## config.mk

```make
export PLATFORM = sky130hd
export DESIGN_NAME = seq_shifter
export DESIGN_NICKNAME = d
export VERILOG_FILES = /design/src/rtl/shifter_pkg.sv /design/src/rtl/shift_step.sv /design/src/rtl/seq_shifter.sv
export SDC_FILE = /design/constraint.sdc
export NUM_CORES = 1
export LEC_CHECK = 0
export BUFFER_PORTS_ARGS = -buffer_cell sky130_fd_sc_hd__buf_2
export CAP_MARGIN = 25
export CORE_MARGIN = 2
export CORE_UTILIZATION = 40
export CTS_BUF_LIST = sky130_fd_sc_hd__clkbuf_4
export DETAILED_ROUTE_END_ITERATION = 6
export HOLD_SLACK_MARGIN = 0.1
export SLEW_MARGIN = 10
export SYNTH_ARGS = -nofsm -noshare
export SYNTH_HDL_FRONTEND = slang
export SYNTH_SLANG_ARGS = --single-unit
export TNS_END_PERCENT = 50
```

## constraint.sdc

```tcl
create_clock -name clk -period 2.4 [get_ports clk]
set_input_delay 0.24 -clock clk [delete_from_list [all_inputs] [get_ports clk]]
set_output_delay 0.24 -clock clk [all_outputs]
set_load 0.02 [all_outputs]
```

## src/rtl/shifter_pkg.sv

```systemverilog
// Shared encodings for the multi-cycle shifter: operation codes and FSM states.
package shifter_pkg;

  typedef enum logic [1:0] {
    SH_LSL = 2'b00,
    SH_LSR = 2'b01,
    SH_ASR = 2'b10,
    SH_ROR = 2'b11
  } sh_op_e;

  typedef enum logic [1:0] {
    IDLE = 2'b00,
    BUSY = 2'b01,
    DONE = 2'b10
  } sh_state_e;

endpackage

```

## src/rtl/shift_step.sv

```systemverilog
// Combinational chunk shifter: applies i_k (0..STEP) single-bit operations.
// Carry is the last bit shifted out; i_carry passes through when i_k == 0.
module shift_step
  import shifter_pkg::*;
#(
  parameter int W    = 32,
  parameter int STEP = 1,
  parameter int KW   = $clog2(STEP + 1)
) (
  input  logic [W-1:0]  i_data,
  input  sh_op_e        i_op,
  input  logic [KW-1:0] i_k,
  input  logic          i_carry,
  output logic [W-1:0]  o_data,
  output logic          o_carry
);

  logic [W-1:0] w_d;
  logic         w_c;

  // Unrolled chain of STEP single-bit stages, each gated by i_k.
  always_comb begin
    w_d = i_data;
    w_c = i_carry;
    for (int i = 0; i < STEP; i++) begin
      if (KW'(i) < i_k) begin
        unique case (i_op)
          SH_LSL: begin
            w_c = w_d[W-1];
            w_d = {w_d[W-2:0], 1'b0};
          end
          SH_LSR: begin
            w_c = w_d[0];
            w_d = {1'b0, w_d[W-1:1]};
          end
          SH_ASR: begin
            w_c = w_d[0];
            w_d = {w_d[W-1], w_d[W-1:1]};
          end
          SH_ROR: begin
            w_c = w_d[0];
            w_d = {w_d[0], w_d[W-1:1]};
          end
        endcase
      end
    end
  end

  assign o_data  = w_d;
  assign o_carry = w_c;

endmodule

```

## src/rtl/seq_shifter.sv

```systemverilog
// Multi-cycle shifter (LSL/LSR/ASR/ROR), STEP bits per clock, valid/ready on both
// sides. The working data/carry registers double as the result registers.
module seq_shifter
  import shifter_pkg::*;
#(
  parameter int W    = 32,
  parameter int SW   = 5,
  parameter int STEP = 1
) (
  input  logic          clk,
  input  logic          rst_n,
  input  logic          in_valid,
  output logic          in_ready,
  input  logic [W-1:0]  in_data,
  input  logic [SW-1:0] in_shamt,
  input  logic [1:0]    in_op,
  input  logic          in_carry,
  output logic          out_valid,
  input  logic          out_ready,
  output logic [W-1:0]  out_data,
  output logic          out_carry,
  output logic          out_zero
);

  localparam int KW = $clog2(STEP + 1);

  sh_state_e     r_state, w_state_nxt;
  sh_op_e        r_op, w_op_nxt;
  logic [SW-1:0] r_count, w_count_nxt;
  logic [W-1:0]  r_data, w_data_nxt;
  logic          r_carry, w_carry_nxt;

  logic [31:0]   w_cnt32;
  logic [KW-1:0] w_k;
  logic [SW-1:0] w_count_dec;
  logic [W-1:0]  w_step_data;
  logic          w_step_carry;

  // k = min(count, STEP); compared at 32 bits so STEP may exceed 2^SW-1.
  assign w_cnt32     = 32'(r_count);
  assign w_k         = (w_cnt32 >= 32'(STEP)) ? KW'(STEP) : KW'(r_count);
  assign w_count_dec = r_count - SW'(w_k);

  shift_step #(.W(W), .STEP(STEP), .KW(KW)) u_step (
    .i_data  (r_data),
    .i_op    (r_op),
    .i_k     (w_k),
    .i_carry (r_carry),
    .o_data  (w_step_data),
    .o_carry (w_step_carry)
  );

  always_ff @(posedge clk) begin
    if (!rst_n) begin
      r_state <= IDLE;
      r_op    <= SH_LSL;
      r_count <= '0;
      r_data  <= '0;
      r_carry <= 1'b0;
    end else begin
      r_state <= w_state_nxt;
      r_op    <= w_op_nxt;
      r_count <= w_count_nxt;
      r_data  <= w_data_nxt;
      r_carry <= w_carry_nxt;
    end
  end

  always_comb begin
    w_state_nxt = r_state;
    w_op_nxt    = r_op;
    w_count_nxt = r_count;
    w_data_nxt  = r_data;
    w_carry_nxt = r_carry;
    unique case (r_state)
      IDLE: begin
        if (in_valid) begin
          w_op_nxt    = sh_op_e'(in_op);
          w_count_nxt = in_shamt;
          w_data_nxt  = in_data;
          w_carry_nxt = in_carry;
          w_state_nxt = (in_shamt == '0) ? DONE : BUSY;
        end
      end
      BUSY: begin
        w_data_nxt  = w_step_data;
        w_carry_nxt = w_step_carry;
        w_count_nxt = w_count_dec;
        if (w_count_dec == '0) w_state_nxt = DONE;
      end
      DONE: begin
        if (out_ready) w_state_nxt = IDLE;
      end
      default: w_state_nxt = IDLE;
    endcase
  end

  assign in_ready  = (r_state == IDLE);
  assign out_valid = (r_state == DONE);
  assign out_data  = r_data;
  assign out_carry = r_carry;
  assign out_zero  = (r_data == '0);

endmodule
```

---- Yosys cells after proc, flatten, opt, wreduce, memory -nomap -nowiden ----
Index checks and enable logic that the tools add are counted.
cells by class
  add/subtract/negate cells ............... 1
  magnitude comparators ................... 2
  equal/unequal tests ..................... 10
  mux-type cells .......................... 16
  reductions and logical operators ........ 12
operators by type and width
  kind                                                    number
  one-hot mux 32 bit (4 select lines)                     1
  two-way mux 32 bit                                      2
  one-hot mux 32 bit (2 select lines)                     1
  logical NOT 32 bit                                      1
  logical NOT 5 bit                                       2
  one-hot mux 5 bit (2 select lines)                      1
  two-way mux 2 bit                                       4
  equality test 2 bit (second input constant)             3
  inequality test 2 bit (second input constant)           3
  one-hot mux 2 bit (3 select lines)                      1
  AND reduction 3 bit                                     2
  >= comparator 5 x 1 -> 1 bit (second input constant)    1
  two-way mux 5 bit                                       1
  subtractor 5 x 1 -> 5 bit                               1
  equality test 2 x 1 -> 1 bit (second input constant)    2
  logical NOT 2 bit                                       2
  inequality test 2 x 1 -> 1 bit (second input constant)  2
  one-hot mux 1 bit (2 select lines)                      2
  AND reduction 2 bit                                     2
  AND reduction 4 bit                                     1
  two-way mux 1 bit                                       3
  OR reduction 3 bit                                      1
  nonzero test 2 bit                                      1
  less-than comparator 1 bit (first input constant)       1
word-level totals
  flip-flop bits (word level) ............. 42
  input bits .............................. 44
  output and inout bits ................... 36

---- Depth between registers and ports, before layout ----
Gate-level depths: netlist of the first run.
  depth in word-level cells ............... 6
  mapped depth ............................ 8
  mapped depth without buffers ............ 8

---- By module ----
From an unflattened synthesis of the first run, not the netlist that was laid out.
unflattened totals
  cell total of the unflattened synthesis .. 342
  area total of the unflattened synthesis .. 2832.7 um^2
modules (own cells, without submodules)
  module       times used  cells an instance  area each (um^2)
  seq_shifter  1           230                2119.5
  shift_step   1           112                713.2

---- Worst setup path before layout of the first run ----
Ideal clock, no wire load.
  path kind ............................... reg2reg
  from .................................... register r_count[0]
  to ...................................... register r_state[1]
  data arrival time ....................... 1.853 ns
  slack ................................... 0.446 ns
  cell stages (with the launch flop) ...... 9
  buffers on the path ..................... 0
  clock period less this slack ............ 1.954 ns
  path through ............................ dfxtp_1 or3_4 nor3_1 nor2_1 ha_1 nor3b_1 mux2i_1 nand3_1 o41ai_1
between the ends
  longest elaborated chain between the ends .. 6
RTL lines
  element                              RTL line           source
  from (decl)                          seq_shifter.sv:29  logic [SW-1:0] r_count, w_count_nxt;
  from (signal assigned)               seq_shifter.sv:63  r_count <= w_count_nxt;
  >= comparator 5 x 1 -> 1 bit         seq_shifter.sv:41  assign w_k = (w_cnt32 >= 32'(STEP)) ? KW'(STEP) : KW'(r_count);
  two-way mux 1 bit                    seq_shifter.sv:41
  subtractor 5 x 1 -> 5 bit (*)        seq_shifter.sv:42  assign w_count_dec = r_count - SW'(w_k);
  logical NOT 5 bit (*)                seq_shifter.sv:89  if (w_count_dec == '0) w_state_nxt = DONE;
  inequality test 2 bit (no line) (*)  --
  AND reduction 3 bit (no line) (*)    --
  to (signal assigned)                 seq_shifter.sv:61  r_state <= w_state_nxt;
  to (decl)                            seq_shifter.sv:27  sh_state_e r_state, w_state_nxt;
Every way passes the cells marked *; elsewhere a longest branch is shown, timed or not.
A chain may end at the register's enable or synchronous reset.

---- Final worst setup path of the first run ----
Ends and elaborated chain as after synthesis.

==> results of run 1 <==
[placed cells by master (no fill, tap or decap), types with 3 or more instances in the layout]
cell type	instances
nor2_1	40
nand2b_1	3
buf_2	79
clkbuf_4	6
nor2b_1	3
dfxtp_1	42
a221o_1	32
buf_4	9
nand3_1	34
nor4_1	9
nand2_1	11
inv_1	3
mux2i_1	31
a21oi_1	36
[registers in the layout (all words and copies together), names as in the netlist]
name	cells
out_data	32
r_count	5
r_op	2
r_state	2
out_carry	1
[layout make-up]
type / count / area (um^2)
Fill cell: 627 / 3150
Multi-Input combinational cell: 235 / 1590
Sequential cell: 42 / 841
Timing Repair Buffer: 92 / 523
Tap cell: 77 / 96.3
Clock buffer: 6 / 45.0
Inverter: 4 / 15.0
Clock inverter: 2 / 8.76
[report_power, final]
group,internal (uW),switching (uW)
sequential,893,293
clock,122,235
combinational,794,1030
[repair_timing]
item / 4_1_cts / 5_1_grt
gates resized for setup: 0 / 2
hold buffers: 2 / 0
setup buffers: 0 / 1
endpoints found under the setup margin: 0 / 1
endpoints found under the hold margin: 2 / 0
[metrics by stage]
step | total power, uW | hold slack, ps | area (um^2) | worst slack (ps) | utilization [%]
after detailed placement | 3000 | 461 | 3030 | 234 | 48.3
after floorplan | 2500 | 356 | 2570 | 446 | -
after global routing | 3630 | 103 | 3120 | 7.87 | 49.8
after CTS | 3360 | 105 | 3110 | 197 | 49.5
final | 3370 | 126 | 3120 | 277 | 49.8
after global placement | 2980 | 454 | 3030 | 352 | 48.3
[worst paths after layout]
check | from | to | slack [ps] | cells after the start
min reg2reg | out_carry | out_carry | 480 | 2
min | rst_n | r_state[0] | 130 | 3
max reg2reg | r_count[0] | r_state[1] | 280 | 8
max | r_count[0] | r_state[1] | 280 | 8
[cell families after synthesis]
| group | after synthesis | synth area share (%) |
|---|---|---|
| buffers and inverters | 35 | 6.37 |
| AOI/OAI and AO/OA | 85 | 25.4 |
| xor gates and xnor gates | 1 | 0.341 |
| and+or+nand+nor | 114 | 21.4 |
| muxes | 33 | 12.9 |
| DFF | 42 | 32.7 |
| adders and majority gates | 2 | 0.973 |
[per-layer routing]
metal / routed length (um) / GRT usage [%] / vias to the layer above
li1: - / - / 1316
met3: 452 / 3.64 / 10
met4: 71 / 4.25 / 0
met5: 0 / 0 / -
met1: 3420 / 28.8 / 1263
met2: 3260 / 32.0 / 108
[worst max-delay path: cells and delay by family (launching register included)]
| kind | cells | cell delay, ps |
|---|---|---|
| DFF | 1 | 360 |
| muxes | 1 | 230 |
| AOI/OAI and AO/OA | 1 | 280 |
| adders and majority gates | 1 | 220 |
| and+or+nand+nor | 5 | 930 |
==> results.cfg, run 1 <==
[routing]
ant_nets = 0
dr.pass1.iters = 5
drtIter0Drc = 171
vias_per_cell = 5.89
drc = 0
totalWireLength_um = 7210
vias = 2697
wl_per_cell_um = 15.7

[place]
placed_cells = 447
dp_hpwl_um = 4740
globalplace.congestion = 0.791
io_buffer_count = 79

[synth]
synthArstFlopShare_pct = 0
yosys_warnings = 0
syn_area_per_cell_um2 = 8.25
syn-cell-area_um2 = 2570
synth_edf_count = 0
netlist_top_cells_area = dfxtp_1 33%, a221o_1 12%, mux2i_1 12%, a21oi_1 7.0%, nand3_1 6.6%
yosysMostFrequentCell = dfxtp_1
ys.flop_type = dfxtp_1
synth_cell_types = 39
syn-num-nets = 358
syn_inst = 312
synth_top_area_share_pct = 32.7
synthTopCellsByCount = 42 x dfxtp_1, 41 x nor2_1, 36 x a21oi_1
synth_seq_area_share_pct = 32.7
synth-seq-cells = 42
synth.largest_area_cell = dfxtp_1

[clock_network]
cts_made_buffers = 5
clock_latency_ps = 350
cts_tree = done
clkSlewWorstSetupHoldPaths_ps = 130
cts.sinks = 42
h-tree-depth = 2
clockBufferDepth = 2
root_buffer = clkbuf_4

[sta]
min_period_ps = 2120
skew_ps = 8.43
timing.fmax_ghz = 0.471
tns_ps = 0
finalSetupViolCount = 0
hold_viol = 0
rsz0062_at_grt = false
slew_violations = 0
fin_crit_sh_pct = 88.4
slew-limit-headroom_pct = 68.5
tightest_slew_ps = 473

[floorplanning]
start_util_pct = 41.0
core_area_um2 = 6280
die_w_um = 84.2
die_y_um = 84.2
row_count = 29
io_pins = 80
die_area_um2 = 7090

[grt]
grt_util_all_layers_pct = 20.2
grt_start_max_net_pins = 49
antenna_found_initial = 0
grt_first_pass_wirelength_um = 12100
grt-ovfl-total = 0
grt_pass1_vias = 2518

[hold_path]
hold_path_class = in2reg

[setup_path]
path_class = reg2reg
worst-path-max-fanout = 4
startpoint_type = flop
crit_required_ps = 2670
cpMaxStageDelayCell = or3_4
cpPeakStageDelay_ps = 420
critPathCaptureType = flop
crit_chain = or3_4, nor3_1, nor2_1, ha_1, nor3b_2, mux2i_2, nand3_1, o41ai_1
cp.arrival_ps = 2390

[cells_and_area]
syn_to_final_growth_pct = 21.4
drive_above_1_share_pct = 28.3
nets = 426
num_antenna_cells = 0
stdcell_count = 458

[pwr]
cellPowerDensity_nw_per_um2 = 1080
p_leak_uw = 0.00143
ir_worst_vdd_uv = 493

[run_status]
status = complete, no violations

[flow_run]
maxCapViolCount = 0
Note: power is estimated with default switching activity, not from simulation.
==> run 2, diff against run 1 <==
--- a/config.mk
+++ b/config.mk
@@ -8,10 +8,11 @@
 export BUFFER_PORTS_ARGS = -buffer_cell sky130_fd_sc_hd__buf_2
 export CAP_MARGIN = 25
 export CORE_MARGIN = 2
-export CORE_UTILIZATION = 40
+export CORE_UTILIZATION = 41
 export CTS_BUF_LIST = sky130_fd_sc_hd__clkbuf_4
 export DETAILED_ROUTE_END_ITERATION = 6
 export HOLD_SLACK_MARGIN = 0.1
+export PLACE_DENSITY = 0.66
 export SLEW_MARGIN = 10
 export SYNTH_ARGS = -nofsm -noshare
 export SYNTH_HDL_FRONTEND = slang
==> results.cfg, run 2 (same netlist as run 1, synthesis figures left out) <==
[sta]
tightest_slew_ps = 556
rsz0062_at_grt = false
fin_crit_sh_pct = 88.5
timing.fmax_ghz = 0.471
slew_violations = 0
skew_ps = 8.83
tns_ps = 0
finalSetupViolCount = 0
min_period_ps = 2120
hold_viol = 0
slew-limit-headroom_pct = 62.9

[routing]
ant_nets = 0
maxUsedRoutingLayer = met4
vias = 2680
drc = 0
wl_met2_um = 3190
vias_per_cell = 5.89
totalWireLength_um = 7040
dr.pass1.iters = 5
dr_wl_met3_um = 452
wl_per_cell_um = 15.5
met1_length_um = 3310
drtIter0Drc = 158

[pwr]
p_leak_uw = 0.00142
swShare_pct = 45.4
cellPowerDensity_nw_per_um2 = 1100
seqPwrFrac_pct = 34.5
p_int_uw = 1870
switchingPower_uw = 1560
p_clk_share_pct = 13.7
ir_worst_vdd_uv = 591
p_comb_share_pct = 51.9

[cells_and_area]
stdcell_area_um2 = 3110
num_antenna_cells = 0
layout_common_cells = 79 x buf_2, 42 x dfxtp_1, 40 x nor2_1, 36 x a21oi_1, 34 x nand3_1
drive_above_1_share_pct = 27.9
syn_to_final_growth_pct = 20.8
largest_reg_flops = 32
final_common_cell = buf_2
nets = 425

[run_status]
status = complete, no violations

[hold_path]
worstHoldPathCells = 3
worstHoldStart = in_op[1]
whs_endpoint = r_op[1]
hold_path_class = in2reg

[clock_network]
clkSlewWorstSetupHoldPaths_ps = 130
cts.sinks = 42
cts_tree = done
clock_latency_ps = 360
postCtsResizedCells = 0
h-tree-depth = 2
cts_made_buffers = 5
clockBufferDepth = 2
root_buffer = clkbuf_4

[setup_path]
cpMaxStageDelayCell = dfxtp_1
reg2reg_depth = 8
cp.arrival_ps = 2390
path_class = reg2reg
r2r_slack_ps = 280
r2r-start = r_count[2]
crit_chain = or3_4, nor3_1, nor2_1, ha_1, nor3b_1, mux2i_1, nand3_1, o41ai_1
worst-path-max-fanout = 6
critPathCaptureType = flop
crit_required_ps = 2670
cpPeakStageDelay_ps = 460
startpoint_type = flop
reg2reg_to = r_state[1]

[floorplanning]
core_area_um2 = 5990
row_count = 28
die_w_um = 83.2
die_area_um2 = 6920
io_pins = 80
die_y_um = 83.2
start_util_pct = 42.9

[place]
globalplace.congestion = 0.842
placed_cell_area_um2 = 3010
io_buffer_count = 79
dp_hpwl_um = 4700

[grt]
grt_util_all_layers_pct = 19.8
grt-ovfl-total = 0
grt_pass1_vias = 2446
antenna_found_initial = 0
grt_start_max_net_pins = 43
grt_first_pass_wirelength_um = 11800

[flow_run]
maxCapViolCount = 0
==> run 2: worst max-delay path by stage <==
stage	start	slack, ps	endpoint
after floorplan	r_count[0]	450	r_state[1]
after global placement	r_count[0]	350	r_state[1]
after detailed placement	r_count[2]	310	r_state[1]
after CTS	r_count[2]	280	r_state[1]
after global routing	r_count[2]	50	r_state[1]
final	r_count[2]	280	r_state[1]
==> run 2: cell type report <==
| class | count | area (um^2) |
|---|---|---|
| flip-flops and latches | 42 | 841 |
| fillers | 609 | 2880 |
| well taps | 75 | 93.8 |
| clock inverters | 3 | 45.0 |
| multi-input cells | 235 | 1590 |
| inverters | 4 | 15.0 |
| clock buffers | 5 | 37.5 |
| repair buffers | 91 | 490 |
==> run 2: through the flow <==
step	total power, uW	std cells	utilization (%)	hold slack, ps	worst slack, ps
2_1_floorplan	2500	312	-	356	446
3_3_place_gp	2940	445	50.2	456	347
3_5_place_dp	2970	445	50.2	458	309
4_1_cts	3440	455	51.9	104	281
5_1_grt	3690	455	51.9	119	47.6
6_report	3430	455	51.9	110	276
==> run 2: metal layers <==
layer	track usage, %	vias up
met5	0	-
met4	4.47	0
met3	3.78	10
met2	31.2	92
met1	28.2	1262
li1	-	1316
==> run 2: power groups by stage <==
stage	clock, uW	sequential [uW]	combinational, uW
finish	469	1180	1780
global placement	0	1190	1750
floorplan	0	1300	1210
CTS	475	1180	1780
global route	512	1230	1950
detailed placement	0	1200	1770
==> run 2: worst max-delay path: cells and delay by family, from the launching register on <==
kind	cells	cell delay (ps)
compound gates	1	290
fa+ha+maj	1	220
flops	1	460
mux	1	310
simple gates	5	770
==> run 2: what timing repair did <==
item	4_1_cts	5_1_grt
setup buffers	0	0
endpoints found under the hold margin	2	0
hold buffers	2	0
